===== config.mk =====
export PLATFORM = sky130hd
export DESIGN_NAME = fifo_ctrl_flat
export DESIGN_NICKNAME = d
export VERILOG_FILES = /design/src/rtl/fifo_ctrl_if.sv /design/src/rtl/fifo_ctrl.sv /design/src/flat_wrapper.sv
export SDC_FILE = /design/constraint.sdc
export NUM_CORES = 1
export LEC_CHECK = 0
export ABC_AREA = 1
export BUFFER_PORTS_ARGS = -buffer_cell sky130_fd_sc_hd__buf_2
export CORE_UTILIZATION = 36
export DETAILED_ROUTE_END_ITERATION = 8
export MAX_ROUTING_LAYER = met4
export SETUP_SLACK_MARGIN = 0.5
export SLEW_MARGIN = 15
export SYNTH_ARGS = -nofsm -noshare
export SYNTH_HDL_FRONTEND = slang
export SYNTH_SLANG_ARGS = --single-unit

===== constraint.sdc =====
create_clock -name clk -period 2.1 [get_ports clk]
set_input_delay 0.315 -clock clk [delete_from_list [all_inputs] [get_ports clk]]
set_output_delay 0.315 -clock clk [all_outputs]
set_load 0.005 [all_outputs]

===== src/rtl/fifo_ctrl_if.sv =====
// Producer/consumer and RAM-side signals of fifo_ctrl; overflow/underflow exist only with FIFO_ERR_FLAGS_EN.
// Combinational strobes, 1-cycle rd_valid; wr_en/rd_en are requests that the controller may refuse when full/empty.
interface fifo_ctrl_if #(
  parameter int ADDR_W     = 4,
  parameter int RAM_ADDR_W = 5
);
  logic                  wr_en;
  logic                  rd_en;
  logic                  ram_we;
  logic [RAM_ADDR_W-1:0] ram_waddr;
  logic                  ram_re;
  logic [RAM_ADDR_W-1:0] ram_raddr;
  logic                  rd_valid;
  logic                  full;
  logic                  empty;
  logic                  almost_full;
  logic [ADDR_W:0]       count;
`ifdef FIFO_ERR_FLAGS_EN
  logic                  overflow;
  logic                  underflow;

  modport master (
    output wr_en, rd_en,
    input  ram_we, ram_waddr, ram_re, ram_raddr, rd_valid,
    input  full, empty, almost_full, count, overflow, underflow
  );

  modport slave (
    input  wr_en, rd_en,
    output ram_we, ram_waddr, ram_re, ram_raddr, rd_valid,
    output full, empty, almost_full, count, overflow, underflow
  );
`else
  modport master (
    output wr_en, rd_en,
    input  ram_we, ram_waddr, ram_re, ram_raddr, rd_valid,
    input  full, empty, almost_full, count
  );

  modport slave (
    input  wr_en, rd_en,
    output ram_we, ram_waddr, ram_re, ram_raddr, rd_valid,
    output full, empty, almost_full, count
  );
`endif
endinterface


===== src/rtl/fifo_ctrl.sv =====
// Wrap-bit pointer FIFO controller for a registered-read dual-port RAM; FIFO_ERR_FLAGS_EN adds sticky overflow/underflow.
// Strobes in the request cycle, rd_valid one cycle after ram_re; pushes refused when full, pops refused when empty.
module fifo_ctrl #(
  parameter int DEPTH      = 16,
  parameter int ADDR_W     = 4,
  parameter int RAM_ADDR_W = 5,
  parameter int AF_MARGIN  = 2
) (
  input  logic       clk,
  input  logic       rst_n,
  fifo_ctrl_if.slave bus
);
  localparam int CW = ADDR_W + 1;
  localparam logic [ADDR_W:0] AF_LEVEL = CW'(DEPTH - AF_MARGIN);

  logic [ADDR_W:0] wr_ptr;
  logic [ADDR_W:0] rd_ptr;
  logic [ADDR_W:0] count;
  logic            rd_valid;
  logic            full;
  logic            empty;
  logic            almost_full;
  logic            push_ok;
  logic            pop_ok;

  // Flags decode registered state only, so no request-to-flag path exists.
  assign empty       = (wr_ptr == rd_ptr);
  assign full        = (wr_ptr[ADDR_W] != rd_ptr[ADDR_W]) &&
                       (wr_ptr[ADDR_W-1:0] == rd_ptr[ADDR_W-1:0]);
  assign almost_full = (count >= AF_LEVEL);

  // rst_n gating keeps the RAM strobes quiet for the whole reset window.
  assign push_ok = bus.wr_en & ~full & rst_n;
  assign pop_ok  = bus.rd_en & ~empty & rst_n;

  always_ff @(posedge clk or negedge rst_n) begin
    if (!rst_n) begin
      wr_ptr   <= '0;
      rd_ptr   <= '0;
      count    <= '0;
      rd_valid <= 1'b0;
    end else begin
      wr_ptr   <= wr_ptr + {{ADDR_W{1'b0}}, push_ok};
      rd_ptr   <= rd_ptr + {{ADDR_W{1'b0}}, pop_ok};
      rd_valid <= pop_ok;
      case ({push_ok, pop_ok})
        2'b10:   count <= count + {{ADDR_W{1'b0}}, 1'b1};
        2'b01:   count <= count - {{ADDR_W{1'b0}}, 1'b1};
        default: count <= count;
      endcase
    end
  end

`ifdef FIFO_ERR_FLAGS_EN
  logic overflow;
  logic underflow;

  always_ff @(posedge clk or negedge rst_n) begin
    if (!rst_n) begin
      overflow  <= 1'b0;
      underflow <= 1'b0;
    end else begin
      if (bus.wr_en && full)
        overflow <= 1'b1;
      if (bus.rd_en && empty)
        underflow <= 1'b1;
    end
  end

  assign bus.overflow  = overflow;
  assign bus.underflow = underflow;
`endif

  assign bus.ram_we      = push_ok;
  assign bus.ram_re      = pop_ok;
  assign bus.ram_waddr   = RAM_ADDR_W'(wr_ptr[ADDR_W-1:0]);
  assign bus.ram_raddr   = RAM_ADDR_W'(rd_ptr[ADDR_W-1:0]);
  assign bus.rd_valid    = rd_valid;
  assign bus.full        = full;
  assign bus.empty       = empty;
  assign bus.almost_full = almost_full;
  assign bus.count       = count;
endmodule

===== src/flat_wrapper.sv =====
// flat-port wrapper written by rule: the top's interface ports become plain ports
module fifo_ctrl_flat 
#(
  parameter int DEPTH      = 16,
  parameter int ADDR_W     = 4,
  parameter int RAM_ADDR_W = 5,
  parameter int AF_MARGIN  = 2
)
  (clk, rst_n, bus_wr_en, bus_rd_en, bus_ram_we, bus_ram_waddr, bus_ram_re, bus_ram_raddr, bus_rd_valid, bus_full, bus_empty, bus_almost_full, bus_count);
  fifo_ctrl_if #(.ADDR_W(ADDR_W), .RAM_ADDR_W(RAM_ADDR_W)) bus_i ();
  input  logic clk;
  input  logic rst_n;
  input wire logic [$bits(bus_i.wr_en)-1:0] bus_wr_en;
  input wire logic [$bits(bus_i.rd_en)-1:0] bus_rd_en;
  output wire logic [$bits(bus_i.ram_we)-1:0] bus_ram_we;
  output wire logic [$bits(bus_i.ram_waddr)-1:0] bus_ram_waddr;
  output wire logic [$bits(bus_i.ram_re)-1:0] bus_ram_re;
  output wire logic [$bits(bus_i.ram_raddr)-1:0] bus_ram_raddr;
  output wire logic [$bits(bus_i.rd_valid)-1:0] bus_rd_valid;
  output wire logic [$bits(bus_i.full)-1:0] bus_full;
  output wire logic [$bits(bus_i.empty)-1:0] bus_empty;
  output wire logic [$bits(bus_i.almost_full)-1:0] bus_almost_full;
  output wire logic [$bits(bus_i.count)-1:0] bus_count;
  assign bus_i.wr_en = bus_wr_en;
  assign bus_i.rd_en = bus_rd_en;
  assign bus_ram_we = bus_i.ram_we;
  assign bus_ram_waddr = bus_i.ram_waddr;
  assign bus_ram_re = bus_i.ram_re;
  assign bus_ram_raddr = bus_i.ram_raddr;
  assign bus_rd_valid = bus_i.rd_valid;
  assign bus_full = bus_i.full;
  assign bus_empty = bus_i.empty;
  assign bus_almost_full = bus_i.almost_full;
  assign bus_count = bus_i.count;
  fifo_ctrl #(.DEPTH(DEPTH), .ADDR_W(ADDR_W), .RAM_ADDR_W(RAM_ADDR_W), .AF_MARGIN(AF_MARGIN)) u_core (.clk(clk), .rst_n(rst_n), .bus(bus_i));
endmodule

==> impl_metrics.tcl <==
set metrics [dict create \
    p_int_w 0.001257 \
    clockRootBuffer "clkbuf_4" \
    r2r-start "u_core.wr_ptr[3]" \
    post_layout_nonfiller_instances 192 \
    syn_avg_cell_area_um2 8.348 \
    tritoncts "built" \
    ant_nets 0 \
    dr.pass1.iters 4 \
    synth-compound-area-share_pct 1.511 \
    cp.required_ns 2.29 \
    critPathMaxStageDelay_ns 0.43 \
    gr-usage-all-layers_pct 17.57 \
    ys_types 20 \
    fmax_mhz 498.8 \
    drc_errors 0 \
    critPathLaunchType "register" \
    grt_pass1_wl_mm 3.436 \
    r2r_slack_ns 0.1 \
    dpl_cell_area_mm2 0.001106 \
    min_path_type "in2async" \
    start_util_pct 39.04 \
    cp.arrival_ns 2.19 \
    rsz0062_at_grt "true" \
    grt_start_max_net_pins 12 \
    syn-cell-area_um2 993.5 \
    placedCellCount 164 \
    fin_crit_ns 2.005 \
    crit_top_cell "nand2_1" \
    cts.clk_slew.worst_paths_ns 0.09 \
    routed_wl_mm 2.235 \
    die_h_um 54.53 \
    p_comb_share_pct 60.9 \
    core_mm2 0.002545 \
    drive_gt1_share_pct 51.23 \
    area_growth_pct 50.13 \
    post-route-period-util_pct 95.46 \
    cts_buffers 3 \
    utilization_pct 58.60 \
    row_count 18 \
    vias 858 \
    critical_path.max_fanout 4 \
    crit_end "u_core.bus.count[4]" \
    num-fill-cells 216 \
    end_kind "register" \
    synthCells 119 \
    wl_per_cell_um 11.64 \
    final_cell_area_mm2 0.001491 \
    timing.rr.end "u_core.bus.count[4]" \
    power_density_mw_per_mm2 1428 \
    clkPwrFrac_pct 9.5 \
    switchingPower_w 0.0008731 \
    cp_cell_sequence "inv_2 > nand2_1 > nand2_1 > nor2_2 > nand3_2 > nand2_2 > ha_4 > inv_2 > fa_2 > inv_2 > nand2_1 > nand2_1 > nand3_1 > nand3_1 > nand2_1" \
    ys_seq_area_share_pct 40.30 \
    cap_violations 0 \
    tns_ns 0 \
    ios 25 \
    antenna_found_initial 0 \
    clk_path_buf_depth 2 \
    p_leak_nw 0.7965 \
    hold_violations 0 \
    slew_viol_final 0 \
    crit_start "u_core.wr_ptr[3]" \
    yosysWarnings 0 \
    sw_frac_of_total_pct 40.98 \
    finalSetupViolCount 0 \
    drt_iter0_markers 8 \
    cts_max_level 1 \
    final_net_count 176 \
    synth_top_family_by_area "simple AND/OR/NAND/NOR gates" \
    dieArea_mm2 0.002974 \
    synth-simple-area-share_pct 21.41 \
    first_global_vias 786 \
    r2r_cells 15 \
    holdWs_ns 0.4513 \
    slowest_stage "dfrtp_1" \
    yosys.area_share.xor_xnor_pct 7.935 \
    insertedDiodeCount 0 \
    clk_latency_ns 0.28 \
    dpl.hpwl_mm 1.418 \
    ys_seq_elements 16 \
    port-buffer-count 22 \
    irDropWorstVdd_mv 0.8105 \
    cts.sinks 16 \
    gp_congestion 0.7754 \
    crit_type "reg2reg" \
    vias_per_cell 4.469 \
    skew_ns 0.001547 \
    power_frac_seq_pct 29.6 \
    grt_overflow_total 0 \
    die_width_um 54.53 \
    synthAdderAreaFrac_pct 12.09 \
    status "complete, no violations" \
    synthMuxAreaShare_pct 0 \
]
[cell usage in the layout (no fill, tap or decap), drive strengths merged]
| master | instances |
|---|---|
| a21oi | 1 |
| buf | 47 |
| clkbuf | 4 |
| conb | 2 |
| dfrtp | 16 |
| dlygate4sd3 | 2 |
| fa | 1 |
| ha | 8 |
| inv | 22 |
| nand2 | 32 |
| nand3 | 11 |
| nand3b | 1 |
| nor2 | 3 |
| o21ai | 2 |
| or2 | 1 |
| xnor2 | 4 |
| xor2 | 5 |
[area by class of cell]
class	instances	area, µm²	area share [%]
inverters	22	85.08	5.705
well taps	30	37.54	2.517
multi-input cells	71	596.8	40.02
repair buffers	49	335.3	22.48
clock buffers	4	36.28	2.433
flip-flops and latches	16	400.4	26.85
[worst min-delay path by stage]
stage / end / slack, ns / cells past startpoint
floorplan: u_core.bus.count[0] / 0.02 / 0
global placement: u_core.rd_ptr[0] / 0.16 / 1
detailed placement: u_core.rd_ptr[0] / 0.15 / 1
CTS: u_core.rd_ptr[0] / 0.44 / 2
global route: u_core.rd_ptr[0] / 0.45 / 2
finish: u_core.rd_ptr[0] / 0.45 / 2
[cells in the mapped netlist]
cell type / count / area, µm²
conb_1: 1 / 3.750
dfrtp_1: 16 / 400.4
nand3b_1: 1 / 7.510
buf_2: 1 / 5.000
inv_1: 19 / 71.32
nand2_1: 31 / 116.4
nor2_2: 2 / 12.51
or2_1: 1 / 6.260
xnor2_1: 4 / 35.03
buf_4: 10 / 75.07
nand2_2: 1 / 6.260
nor2_1: 1 / 3.750
xor2_1: 5 / 43.79
nand3_2: 1 / 10.01
o21ai_1: 2 / 10.01
nand3_1: 10 / 50.05
fa_1: 1 / 20.02
inv_2: 3 / 11.26
ha_1: 8 / 100.1
a21oi_1: 1 / 5.000
[flip-flops by register name, summed over array words and instances, names as in the netlist]
| signal | cells |
|---|---|
| u_core.bus.count | 5 |
| u_core.rd_ptr | 5 |
| u_core.wr_ptr | 5 |
| u_core.bus.rd_valid | 1 |
[repair_timing]
action                                  CTS  global route
pin swaps                                15            26
gates resized for setup                  18            13
endpoints found under the setup margin   13            17
hold buffers                              2             0
hold endpoints to repair                  5             0
buffers inserted                         15             7
[worst max-delay path: cells and delay by family (launching register included)]
family,cells,cell delay (ns)
fa+ha+maj,2,0.53
simple gates,10,0.79
buf+inv,3,0.16
flops,1,0.43
[per-stage QoR]
stage	power [W]	worst slack, ns
detailed placement	0.001457	0.07462
CTS	0.001961	0.1292
global placement	0.001427	0.1014
global route	0.002334	-0.04735
finish	0.002130	0.09535
floorplan	0.001242	0.2449
[layer usage]
| metal | track usage, % | part of all wire, % |
|---|---|---|
| met1 | 21.82 | 43 |
| met4 | 8.974 | 0.72 |
| met2 | 27.03 | 53 |
| met3 | 3.333 | 3.2 |
| met5 | - | 0 |
[power groups by stage]
stage | Sequential (W) | Clock, W | Combinational (W)
after floorplan | 0.000604 | 0 | 0.000638
after global placement | 0.000613 | 0 | 0.000813
after detailed placement | 0.000623 | 0 | 0.000834
after CTS | 0.000614 | 0.000213 | 0.00114
after global routing | 0.000647 | 0.000236 | 0.00145
final | 0.000630 | 0.000202 | 0.00130
[kinds of logic after synthesis]
group | count (synthesis)
AO/OA/AOI/OAI | 3
buffers and inverters | 33
other | 1
AND/OR/NAND/NOR | 48
flip-flops | 16
XOR/XNOR | 9
adder cells (fa/ha/maj) | 9
(Power assumes the default switching activity.)
